**config.mk**
```make
export PLATFORM = sky130hd
export DESIGN_NAME = can_tx_serializer
export DESIGN_NICKNAME = d
export VERILOG_FILES = /design/src/rtl/can_pkg.sv /design/src/rtl/can_crc15.sv /design/src/rtl/can_tx_serializer.sv
export SDC_FILE = /design/constraint.sdc
export NUM_CORES = 1
export LEC_CHECK = 0
export ABC_AREA = 1
export CORE_MARGIN = 2
export CORE_UTILIZATION = 55
export DETAILED_ROUTE_END_ITERATION = 6
export GPL_TIMING_DRIVEN = 0
export PLACE_DENSITY = 0.81
export REMOVE_ABC_BUFFERS = 1
export SLEW_MARGIN = 0
export SYNTH_ARGS = -nofsm -noshare
export SYNTH_HDL_FRONTEND = slang
export SYNTH_SLANG_ARGS = --single-unit
```
**constraint.sdc**
```tcl
create_clock -name clk -period 4.57 [get_ports clk]
set_clock_uncertainty 0.2 [all_clocks]
set_input_delay 0.914 -clock clk [delete_from_list [all_inputs] [get_ports clk]]
set_output_delay 0.914 -clock clk [all_outputs]
set_load 0.005 [all_outputs]
```
**src/rtl/can_pkg.sv**
```systemverilog
// can_pkg: shared state type, constants and helpers for the CAN transmit path.
// The arbitration option (CAN_TX_ARB_EN) is selected in can_tx_serializer.
package can_pkg;

  typedef enum logic [3:0] {
    ST_IDLE,
    ST_SOF_WAIT,
    ST_SOF,
    ST_ARB,
    ST_CTRL,
    ST_DATA,
    ST_CRC,
    ST_CRC_DEL,
    ST_ACK_SLOT,
    ST_ACK_DEL,
    ST_EOF,
    ST_IFS
  } can_tx_state_t;

  localparam logic [14:0] CAN_CRC15_POLY = 15'h4599;
  localparam int CAN_STUFF_LIMIT = 5;
  localparam int CAN_EOF_BITS = 7;
  localparam int CAN_IFS_BITS = 3;

  function automatic logic can_stuffed(can_tx_state_t s);
    return s inside {ST_SOF, ST_ARB, ST_CTRL, ST_DATA, ST_CRC};
  endfunction

  function automatic logic can_crc_fed(can_tx_state_t s);
    return s inside {ST_SOF, ST_ARB, ST_CTRL, ST_DATA};
  endfunction

endpackage

```
**src/rtl/can_crc15.sv**
```systemverilog
// can_crc15: serial CRC-15 accumulator, one bit per enabled clock.
// Cleared at frame start, fed MSB-first with unstuffed frame bits.
module can_crc15 (
  input  logic        clk,
  input  logic        nRST,
  input  logic        clear,
  input  logic        enable,
  input  logic        din,
  output logic [14:0] crc
);
  import can_pkg::*;

  logic fb;

  assign fb = din ^ crc[14];

  always_ff @(posedge clk) begin
    if (!nRST) begin
      crc <= '0;
    end else if (clear) begin
      crc <= '0;
    end else if (enable) begin
      crc <= {crc[13:0], 1'b0} ^ (fb ? CAN_CRC15_POLY : 15'h0);
    end
  end

endmodule

```
**src/rtl/can_tx_serializer.sv**
```systemverilog
// can_tx_serializer: CAN 2.0A transmitter with bit stuffing, CRC-15, read-back checks.
// Define CAN_TX_ARB_EN to report arbitration loss instead of a bit error.
module can_tx_serializer #(
  parameter int MAX_BYTES = 8
) (
  input  logic        clk,
  input  logic        nRST,
  input  logic        tx_strobe,
  input  logic        bitstrobe,
  input  logic        rx_bit,
  input  logic        start,
  input  logic [10:0] id,
  input  logic        rtr,
  input  logic [3:0]  dlc,
  input  logic [63:0] data,
  output logic        tx,
  output logic        busy,
  output logic        done,
  output logic        arb_lost,
  output logic        bit_err,
  output logic        ack_err
);
  import can_pkg::*;

`ifdef CAN_TX_ARB_EN
  localparam bit ARB_EN = 1'b1;
`else
  localparam bit ARB_EN = 1'b0;
`endif
  localparam int CAP = (MAX_BYTES > 8) ? 8 : MAX_BYTES;

  can_tx_state_t state_q, state_d, nxt_state;
  logic [6:0]  cnt_q, cnt_d, nxt_cnt;
  logic [2:0]  run_q, run_d;
  logic        tx_q, tx_d, busy_q, busy_d;
  logic        done_q, done_d, arb_q, arb_d;
  logic        berr_q, berr_d, aerr_q, aerr_d;
  logic [10:0] id_q;
  logic        rtr_q;
  logic [3:0]  dlc_q;
  logic [63:0] data_q;
  logic [6:0]  nbits_q;
  logic [3:0]  nbytes;
  logic [14:0] crc;
  logic        crc_clr, crc_en, crc_din;
  logic        accept, chk_on, arb_hit, ack_hit, bit_hit;
  logic        err, adv, stuff_due, nbit;

  can_crc15 u_crc (
    .clk    (clk),
    .nRST   (nRST),
    .clear  (crc_clr),
    .enable (crc_en),
    .din    (crc_din),
    .crc    (crc)
  );

  assign nbytes = rtr ? 4'd0 : (dlc > 4'(CAP)) ? 4'(CAP) : dlc;

  assign accept = (state_q == ST_IDLE) && start;
  assign chk_on = bitstrobe &&
    !(state_q inside {ST_IDLE, ST_SOF_WAIT, ST_IFS});
  assign arb_hit = chk_on && ARB_EN && (state_q == ST_ARB) &&
    tx_q && !rx_bit;
  assign ack_hit = chk_on && (state_q == ST_ACK_SLOT) && rx_bit;
  assign bit_hit = chk_on && (state_q != ST_ACK_SLOT) && !arb_hit &&
    (rx_bit != tx_q);
  assign err = arb_hit || ack_hit || bit_hit;
  assign adv = tx_strobe && (state_q != ST_IDLE) && !err;
  assign stuff_due = can_stuffed(state_q) &&
    (run_q == 3'(CAN_STUFF_LIMIT));

  always_comb begin
    nxt_state = state_q;
    nxt_cnt = cnt_q + 7'd1;
    unique case (state_q)
      ST_SOF_WAIT: begin nxt_state = ST_SOF; nxt_cnt = '0; end
      ST_SOF:      begin nxt_state = ST_ARB; nxt_cnt = '0; end
      ST_ARB: if (cnt_q == 7'd11) begin
        nxt_state = ST_CTRL;
        nxt_cnt = '0;
      end
      ST_CTRL: if (cnt_q == 7'd5) begin
        nxt_state = (nbits_q == '0) ? ST_CRC : ST_DATA;
        nxt_cnt = '0;
      end
      ST_DATA: if (cnt_q == nbits_q - 7'd1) begin
        nxt_state = ST_CRC;
        nxt_cnt = '0;
      end
      ST_CRC: if (cnt_q == 7'd14) begin
        nxt_state = ST_CRC_DEL;
        nxt_cnt = '0;
      end
      ST_CRC_DEL:  begin nxt_state = ST_ACK_SLOT; nxt_cnt = '0; end
      ST_ACK_SLOT: begin nxt_state = ST_ACK_DEL; nxt_cnt = '0; end
      ST_ACK_DEL:  begin nxt_state = ST_EOF; nxt_cnt = '0; end
      ST_EOF: if (cnt_q == 7'(CAN_EOF_BITS - 1)) begin
        nxt_state = ST_IFS;
        nxt_cnt = '0;
      end
      ST_IFS: if (cnt_q == 7'(CAN_IFS_BITS - 1)) begin
        nxt_state = ST_IDLE;
        nxt_cnt = '0;
      end
      default: begin nxt_state = ST_IDLE; nxt_cnt = '0; end
    endcase
  end

  always_comb begin
    nbit = 1'b1;
    unique case (nxt_state)
      ST_SOF:  nbit = 1'b0;
      ST_ARB:  nbit = (nxt_cnt == 7'd11) ? rtr_q :
                      id_q[4'd10 - nxt_cnt[3:0]];
      ST_CTRL: nbit = (nxt_cnt < 7'd2) ? 1'b0 :
                      dlc_q[2'(3'd5 - nxt_cnt[2:0])];
      ST_DATA: nbit = data_q[~nxt_cnt[5:0]];
      ST_CRC:  nbit = crc[4'd14 - nxt_cnt[3:0]];
      default: nbit = 1'b1;
    endcase
  end

  always_comb begin
    state_d = state_q;
    cnt_d = cnt_q;
    run_d = run_q;
    tx_d = tx_q;
    busy_d = busy_q;
    done_d = 1'b0;
    arb_d = 1'b0;
    berr_d = 1'b0;
    aerr_d = 1'b0;
    crc_clr = 1'b0;
    crc_en = 1'b0;
    crc_din = 1'b0;
    unique case (1'b1)
      accept: begin
        state_d = ST_SOF_WAIT;
        busy_d = 1'b1;
        cnt_d = '0;
        run_d = '0;
        crc_clr = 1'b1;
      end
      err: begin
        state_d = ST_IDLE;
        busy_d = 1'b0;
        tx_d = 1'b1;
        cnt_d = '0;
        run_d = '0;
        arb_d = arb_hit;
        aerr_d = ack_hit;
        berr_d = bit_hit;
      end
      adv: begin
        if (stuff_due) begin
          // stuff bit: field position and CRC hold
          tx_d = ~tx_q;
          run_d = 3'd1;
        end else begin
          state_d = nxt_state;
          cnt_d = nxt_cnt;
          tx_d = nbit;
          run_d = !can_stuffed(nxt_state) ? 3'd0 :
                  (nbit == tx_q) ? run_q + 3'd1 : 3'd1;
          crc_en = can_crc_fed(nxt_state);
          crc_din = nbit;
          if (nxt_state == ST_IDLE) begin
            done_d = 1'b1;
            busy_d = 1'b0;
          end
        end
      end
      default: ;
    endcase
  end

  always_ff @(posedge clk) begin
    if (!nRST) begin
      state_q <= ST_IDLE;
      cnt_q <= '0;
      run_q <= '0;
      tx_q <= 1'b1;
      busy_q <= 1'b0;
      done_q <= 1'b0;
      arb_q <= 1'b0;
      berr_q <= 1'b0;
      aerr_q <= 1'b0;
      id_q <= '0;
      rtr_q <= 1'b0;
      dlc_q <= '0;
      data_q <= '0;
      nbits_q <= '0;
    end else begin
      state_q <= state_d;
      cnt_q <= cnt_d;
      run_q <= run_d;
      tx_q <= tx_d;
      busy_q <= busy_d;
      done_q <= done_d;
      arb_q <= arb_d;
      berr_q <= berr_d;
      aerr_q <= aerr_d;
      if (accept) begin
        id_q <= id;
        rtr_q <= rtr;
        dlc_q <= dlc;
        data_q <= data;
        nbits_q <= {nbytes, 3'b000};
      end
    end
  end

  assign tx = tx_q;
  assign busy = busy_q;
  assign done = done_q;
  assign arb_lost = arb_q;
  assign bit_err = berr_q;
  assign ack_err = aerr_q;

endmodule
```
# Word-level counts from Yosys, hierarchy flattened
# Cells that the tools add are included.
[totals]
reg_bits = 118
output_inout_bits = 6
word_cells = 139
[classes]
addsub = 6
n_lt_le_gt_ge = 6
n_eq_ne = 29
mux = 48
bitwise = 6
reduce_logical = 30
[op_table]
columns = ["op", "count"]
rows = [
  ["7-bit 2-to-1 mux", 7],
  ["4-bit case mux with 11 select lines", 1],
  ["7-bit case mux with 6 select lines", 1],
  ["4-bit 2-to-1 mux", 9],
  ["4-bit by 3-bit equality test with 1-bit output, second input constant", 7],
  ["7-bit by 4-bit equality test with 1-bit output, second input constant", 3],
  ["4-bit by 2-bit equality test with 1-bit output, second input constant", 4],
  ["4-bit equality test, second input constant", 4],
  ["1-bit 2-to-1 mux", 15],
  ["15-bit 2-to-1 mux", 1],
  ["15-bit bitwise XOR", 1],
  ["7-bit by 3-bit equality test with 1-bit output, second input constant", 2],
  ["7-bit case mux with 2 select lines", 1],
  ["4-bit case mux with 3 select lines", 1],
  ["4-bit by 5-bit less-than comparator with 1-bit output, second input constant", 2],
  ["5-bit nonzero test", 2],
  ["1-bit logical AND", 9],
  ["3-bit 2-to-1 mux", 3],
  ["1-bit binary-select mux with 4-bit select", 2],
  ["4-bit logical NOT", 2],
  ["4-bit nonzero test", 2],
  ["4-bit subtractor, first input constant", 2],
  ["7-bit by 1-bit adder with 7-bit output, second input constant", 1],
  ["7-bit by 2-bit equality test with 1-bit output, second input constant", 1],
  ["34 further kinds", 42],
]

# Logic depth before layout (Yosys ltp)
[logic_depth]
ltp_word = 14
mapped_depth = 30
depth_no_buf = 28

# Modules after synthesis
# From an unflattened synthesis, not the netlist that was laid out.
[unflattened]
hier_cells = 960
hier_area_um2 = 6274.8
[by_module_without_submodules]
columns = ["mod", "n_inst", "cells_per_inst", "area_per_inst_um2", "seq_area_each_um2"]
rows = [
  ["can_tx_serializer", 1, 866, 5606.6, 2062.0],
  ["can_crc15", 1, 94, 668.1, 300.3],
]

# Worst setup path after synthesis
# OpenSTA, ideal clock, no wires.
[synth_path]
kind = "flip-flop to flip-flop"
from = "register nbits_q[3]"
to = "register u_crc.crc[10]"
setup_ps = 117
t_arrival_ps = 3253
slack_ps = 1000
path_stages_with_launch = 27
path_buffers = 3
period_less_slack_ps = 3570
path_cell_list = "dfxtp_1 inv_1 ha_1 xnor2_1 nor2_1 nand3_1 nand2_2 nand2_8 nand2_8 inv_2 buf_2 ha_1 clkbuf_1 inv_1 nand3_1 nand3_1 nand3_1 nand2_1 a21oi_2 nor2_4 nand2_4 nand3_2 buf_6 nand3_1 nand2_1 nor2_1 nor2_1"
[synth_via]
elab_chain_len = 14
elab_cells_between_ends = 39
classes_between = "4 x add/sub; 1 x order compare; 7 x eq/ne; 22 x mux; 3 x bitwise; 2 x reduce/logical"
[synth_rtl]
columns = ["element", "line", "source"]
rows = [
  ["start: declaration", "can_tx_serializer.sv:42", "logic [6:0] nbits_q;"],
  ["start signal: assignment", "can_tx_serializer.sv:209", "nbits_q <= {nbytes, 3'b000};"],
  ["7-bit by 1-bit subtractor with 7-bit output", "can_tx_serializer.sv:87", "ST_DATA: if (cnt_q == nbits_q - 7'd1) begin"],
  ["7-bit equality test", "can_tx_serializer.sv:87", ""],
  ["7-bit 2-to-1 mux", "can_tx_serializer.sv:87", ""],
  ["7-bit case mux with 6 select lines", "can_tx_serializer.sv:76", "unique case (state_q)"],
  ["4-bit subtractor or 1-bit by 2-bit subtractor with 2-bit output (tied branches)", "can_tx_serializer.sv:115, can_tx_serializer.sv:117", ""],
  ["1-bit binary-select mux with 4-bit select or 1-bit binary-select mux with 2-bit select (tied branches)", "can_tx_serializer.sv:115, can_tx_serializer.sv:117", ""],
  ["1-bit 2-to-1 mux, on equally long branches", "can_tx_serializer.sv:115, can_tx_serializer.sv:117", ""],
  ["1-bit 2-to-1 mux, on equally long branches", "can_tx_serializer.sv:114, can_tx_serializer.sv:116", ""],
  ["1-bit case mux with 5 select lines", "can_tx_serializer.sv:112", "unique case (nxt_state)"],
  ["1-bit 2-to-1 mux", "can_tx_serializer.sv:156", "if (stuff_due) begin"],
  ["1-bit 2-to-1 mux", "can_tx_serializer.sv:137", "unique case (1'b1)"],
  ["1-bit bitwise XOR", "can_crc15.sv:15", "assign fb = din ^ crc[14];"],
  ["15-bit 2-to-1 mux", "can_crc15.sv:23", "crc <= {crc[13:0], 1'b0} ^ (fb ? CAN_CRC15_POLY : 15'h0);"],
  ["15-bit bitwise XOR", "can_crc15.sv:23", ""],
  ["end signal: assignment", "can_crc15.sv:23", ""],
  ["end: declaration", "can_crc15.sv:9", "output logic [14:0] crc"],
]
# Several ways; a longest one is shown, not always the timed one. The select of a mux whose other input is x is not followed.
# A chain may end at the register's enable or synchronous reset.

# Worst setup path in the final report
[layout_path]
from = "register cnt_q[0]"
to = "register u_crc.crc[3]"
[layout_via]
elab_chain_len = 13
elab_cells_between_ends = 51
classes_between = "4 x add/sub; 1 x order compare; 12 x eq/ne; 30 x mux; 3 x bitwise; 1 x reduce/logical"
[layout_rtl]
columns = ["element", "line", "source"]
rows = [
  ["start: declaration", "can_tx_serializer.sv:33", "logic [6:0] cnt_q, cnt_d, nxt_cnt;"],
  ["start signal: assignment", "can_tx_serializer.sv:196", "cnt_q <= cnt_d;"],
  ["7-bit by 1-bit adder with 7-bit output (tied with other cells)", "can_tx_serializer.sv:75", "nxt_cnt = cnt_q + 7'd1;"],
  ["7-bit 2-to-1 mux (tied with other cells)", "can_tx_serializer.sv:102", "ST_IFS: if (cnt_q == 7'(CAN_IFS_BITS - 1)) begin"],
  ["7-bit case mux with 6 select lines", "can_tx_serializer.sv:76", ""],
  ["4-bit subtractor or 1-bit by 2-bit subtractor with 2-bit output (tied branches)", "can_tx_serializer.sv:115, can_tx_serializer.sv:117", ""],
  ["1-bit binary-select mux with 4-bit select or 1-bit binary-select mux with 2-bit select (tied branches)", "can_tx_serializer.sv:115, can_tx_serializer.sv:117", ""],
  ["1-bit 2-to-1 mux, on equally long branches", "can_tx_serializer.sv:115, can_tx_serializer.sv:117", ""],
  ["1-bit 2-to-1 mux, on equally long branches", "can_tx_serializer.sv:114, can_tx_serializer.sv:116", ""],
  ["1-bit case mux with 5 select lines", "can_tx_serializer.sv:112", ""],
  ["1-bit 2-to-1 mux", "can_tx_serializer.sv:156", ""],
  ["1-bit 2-to-1 mux", "can_tx_serializer.sv:137", ""],
  ["1-bit bitwise XOR", "can_crc15.sv:15", ""],
  ["15-bit 2-to-1 mux", "can_crc15.sv:23", ""],
  ["15-bit bitwise XOR", "can_crc15.sv:23", ""],
]
# Several ways; a longest one is shown, not always the timed one. The select of a mux whose other input is x is not followed.

==> results.toml <==
[finish]
multiInputGateArea_um2 = 3400
fin_util = 0.692
final_common_cell = "nand2_1"
regArea_um2 = 2360
nets = 1089
layout_common_cells = "286 x nand2_1, 141 x nand3_1, 118 x dfxtp_1, 90 x clkdlybuf4s50_1, 89 x a21oi_1"
layout-drive-gt1-share = 0.0804
instances_no_fill = 1151
fillers = 1001
synthToLayoutAreaGrowth_pct = 24.1
insertedDiodeCount = 0

[pwr]
power.total_w = 0.00287
power_frac_comb = 0.139
p_leak_nw = 3.10
ir_drop_uv = 214
swShare = 0.263
clock_power_share = 0.465
powerDensity_nw_per_um2 = 368
internal-power_w = 0.00212
p_seq_frac = 0.396
p_sw_w = 0.000755

[sta]
setup_violations = 0
timing.final.crit_period_ns = 4.25
worst_pin_slew_ns = 1.12
finalMaxSlewViolations = 0
slew_headroom = 0.254
finalCritPeriodShare = 0.930
rsz0062_at_grt = "false"
finalHoldViolCount = 0
fmax_mhz = 235

[setup_path]
startpoint = "cnt_q[0]"
critPathKind = "reg -> reg"
r2r_slack_ns = 0.32
cp_cell_sequence = "ha_1 > inv_1 > nor3_2 > nand2_1 > nand2_1 > nand2_2 > nor2_8 > nand2_8 > nand2_8 > inv_4 > ha_2 > inv_1 > nand3_1 > nand3_1 > nand3_1 > nand2_1 > a21oi_2 > nor2_4 > nand2_4 > nand3_4 > nand3_1 > nand2_1 > nor2_1 > nor2_1"
r2r_start = "cnt_q[0]"
worstPathRequired_ns = 4.68
r2r_cells = 24
cp_top_family = "simple AND/OR/NAND/NOR gates"
crit_arrival_ns = 4.36
critPathMaxFanout = 35
startpoint_type = "flop"
slowest_stage = "dfxtp_1"
rr_endpoint = "u_crc.crc[3]"
slowest_delay_ns = 0.46
critPathCaptureType = "flop"
cp.buffers_inverters = 3
cp_num_cells = 24

[route]
wl_per_cell_um = 14.3
first_pass_iters = 5
ant_nets = 0
drt_iter0_markers = 451
routed_via_density = 5.50
vias = 6325
drt-total-wl_um = 16500
drc = 0

[cts]
cts.hold.buffers_added = 0
root_buffer = "clkbuf_16"
clk_pin_slew_ns = 0.06
cts_max_level = 4
cts_tree = "yes"
clk_latency_ns = 0.41
clock-sinks = 118
cts-buffers-inserted = 17
cts_setup_buffers = 0
clockBufferDepth = 2

[worst_hold_path]
hold-path-cell-count = 2
min_from = "dlc_q[2]"
min_path_type = "reg -> reg"
hold_end = "dlc_q[2]"

[yosys]
ys_ff_latch = 118
syn_avg_cell_area_um2 = 6.71
ys_types = 45
ys.flop_type = "dfxtp_1"
syn_inst = 937
seq_area_frac_synth = 0.376
netlist_area_um2 = 6290
synth-edff-count = 0
synthArstFlopShare = 0
synth_warnings = 0

[grt]
antenna_found_initial = 0
grt_overflow = 0
grt_pass1_wl_um = 27500
met1_usage = 0.350
grt_max_degree = 83
grt_pass1_vias = 5862
busiest_layer = "met2"
use_met2 = 0.445
met3_usage = 0.0443
grt_usage = 0.271

[floorplan]
start_util = 0.558
coreArea_um2 = 11300
fp.dieArea_um2 = 12300
die_width_um = 111
row_count = 39
dieHeight_um = 111
io_pins = 92

[placed_design]
placed_cells = 1118
hpwl_um = 10300
finalWeightedCongestion = 0.879
portBuffers = 90

[job]
drv_cap = 0

[status]
status = "complete, no violations"
==> worst max-delay path by stage <==
stage / to
6_report: u_crc.crc[3]
5_1_grt: u_crc.crc[3]
4_1_cts: u_crc.crc[3]
3_5_place_dp: u_crc.crc[10]
3_3_place_gp: cnt_q[1]
2_1_floorplan: cnt_q[0]
==> logic make-up (layout without fill, tap and decap cells) <==
logic type | count (synthesis) | count (layout) | share of synthesized area
and+or+nand+nor | 520 | 521 | 0.369
AOI/OAI and AO/OA | 156 | 156 | 0.139
adders and majority gates | 8 | 8 | 0.0159
other | 1 | 1 | 0.000596
DFF | 118 | 118 | 0.376
buffers and inverters | 127 | 197 | 0.0905
xor gates and xnor gates | 7 | 7 | 0.00975
==> metal layers <==
metal / up-vias / share of wire
met5: - / 0
li1: 3202 / -
met3: 40 / 0.065
met4: 0 / 0.027
met1: 2855 / 0.43
met2: 228 / 0.48
==> state kept, by name, indices dropped and copies added (netlist names) <==
register	flops
nbits_q	4
state_q	4
run_q	3
rtr_q	1
ack_err	1
u_crc.crc	15
dlc_q	4
cnt_q	7
busy	1
data_q	64
bit_err	1
id_q	11
done	1
tx	1
==> power by group through the flow <==
stage / clock [W] / sequential (W) / combinational [W]
2_1_floorplan: 0 / 0.00115 / 0.000233
3_3_place_gp: 0 / 0.00116 / 0.000376
3_5_place_dp: 0 / 0.00116 / 0.000392
4_1_cts: 0.00134 / 0.00114 / 0.000395
5_1_grt: 0.00139 / 0.00115 / 0.000446
6_report: 0.00133 / 0.00114 / 0.000399
==> worst register-to-register path: cells and delay by family, from the launching register on <==
family / cells / cell delay (ns)
AO/OA/AOI/OAI: 1 / 0.21
adder cells (fa/ha/maj): 2 / 0.72
buffers and inverters: 3 / 0.36
flip-flops: 1 / 0.46
AND/OR/NAND/NOR: 18 / 2.20
==> what timing repair did <==
item                       in CTS  in global routing
gates cloned                    1                  0
resized for setup               1                  8
setup endpoints to repair       1                  8
pin swaps                       1                  1
==> final cells by class <==
type | instances | area share
multi-input combinational | 693 | 0.436
sequential | 118 | 0.303
timing repair buffer | 93 | 0.126
clock buffer | 21 | 0.0603
inverter | 72 | 0.0362
tap | 143 | 0.0229
clock inverter | 11 | 0.0160
==> through the flow <==
stage / cell area [um2] / hold WS, ns / worst slack, ns / TNS [ns]
2_1_floorplan: 5990 / 0.214 / -0.737 / -22.92
3_3_place_gp: 7070 / 0.223 / -3.29 / -265.54
3_5_place_dp: 7170 / 0.234 / 0.0438 / 0
4_1_cts: 7780 / 0.248 / 0.0285 / 0
5_1_grt: 7800 / 0.277 / 0.000470 / 0
6_report: 7800 / 0.246 / 0.320 / 0
==> Yosys cell counts (2+ instances only) <==
cell type / number / area share
a211oi_1: 2 / 0.0024
a21oi_1: 89 / 0.071
a21oi_2: 7 / 0.0097
a31oi_1: 3 / 0.0030
buf_1: 3 / 0.0018
buf_2: 9 / 0.0072
buf_4: 5 / 0.0060
buf_6: 8 / 0.014
clkbuf_1: 30 / 0.018
clkinv_1: 2 / 0.0012
dfxtp_1: 118 / 0.38
ha_1: 8 / 0.016
inv_1: 58 / 0.035
inv_2: 11 / 0.0066
nand2_1: 286 / 0.17
nand2_2: 5 / 0.0050
nand2_4: 2 / 0.0036
nand2_8: 3 / 0.0096
nand3_1: 142 / 0.11
nand3_2: 3 / 0.0048
nand3b_1: 2 / 0.0024
nand4_1: 4 / 0.0040
nor2_1: 57 / 0.034
nor2_2: 2 / 0.0020
nor2_4: 2 / 0.0036
nor3_1: 2 / 0.0016
nor3_2: 2 / 0.0032
nor4_1: 3 / 0.0030
o211ai_1: 5 / 0.0060
o21ai_0: 26 / 0.021
o21ai_1: 8 / 0.0064
o22ai_1: 5 / 0.0050
o32ai_1: 8 / 0.011
xnor2_1: 2 / 0.0028
xor2_1: 5 / 0.0070
Power figures use the tool's default switching activity.
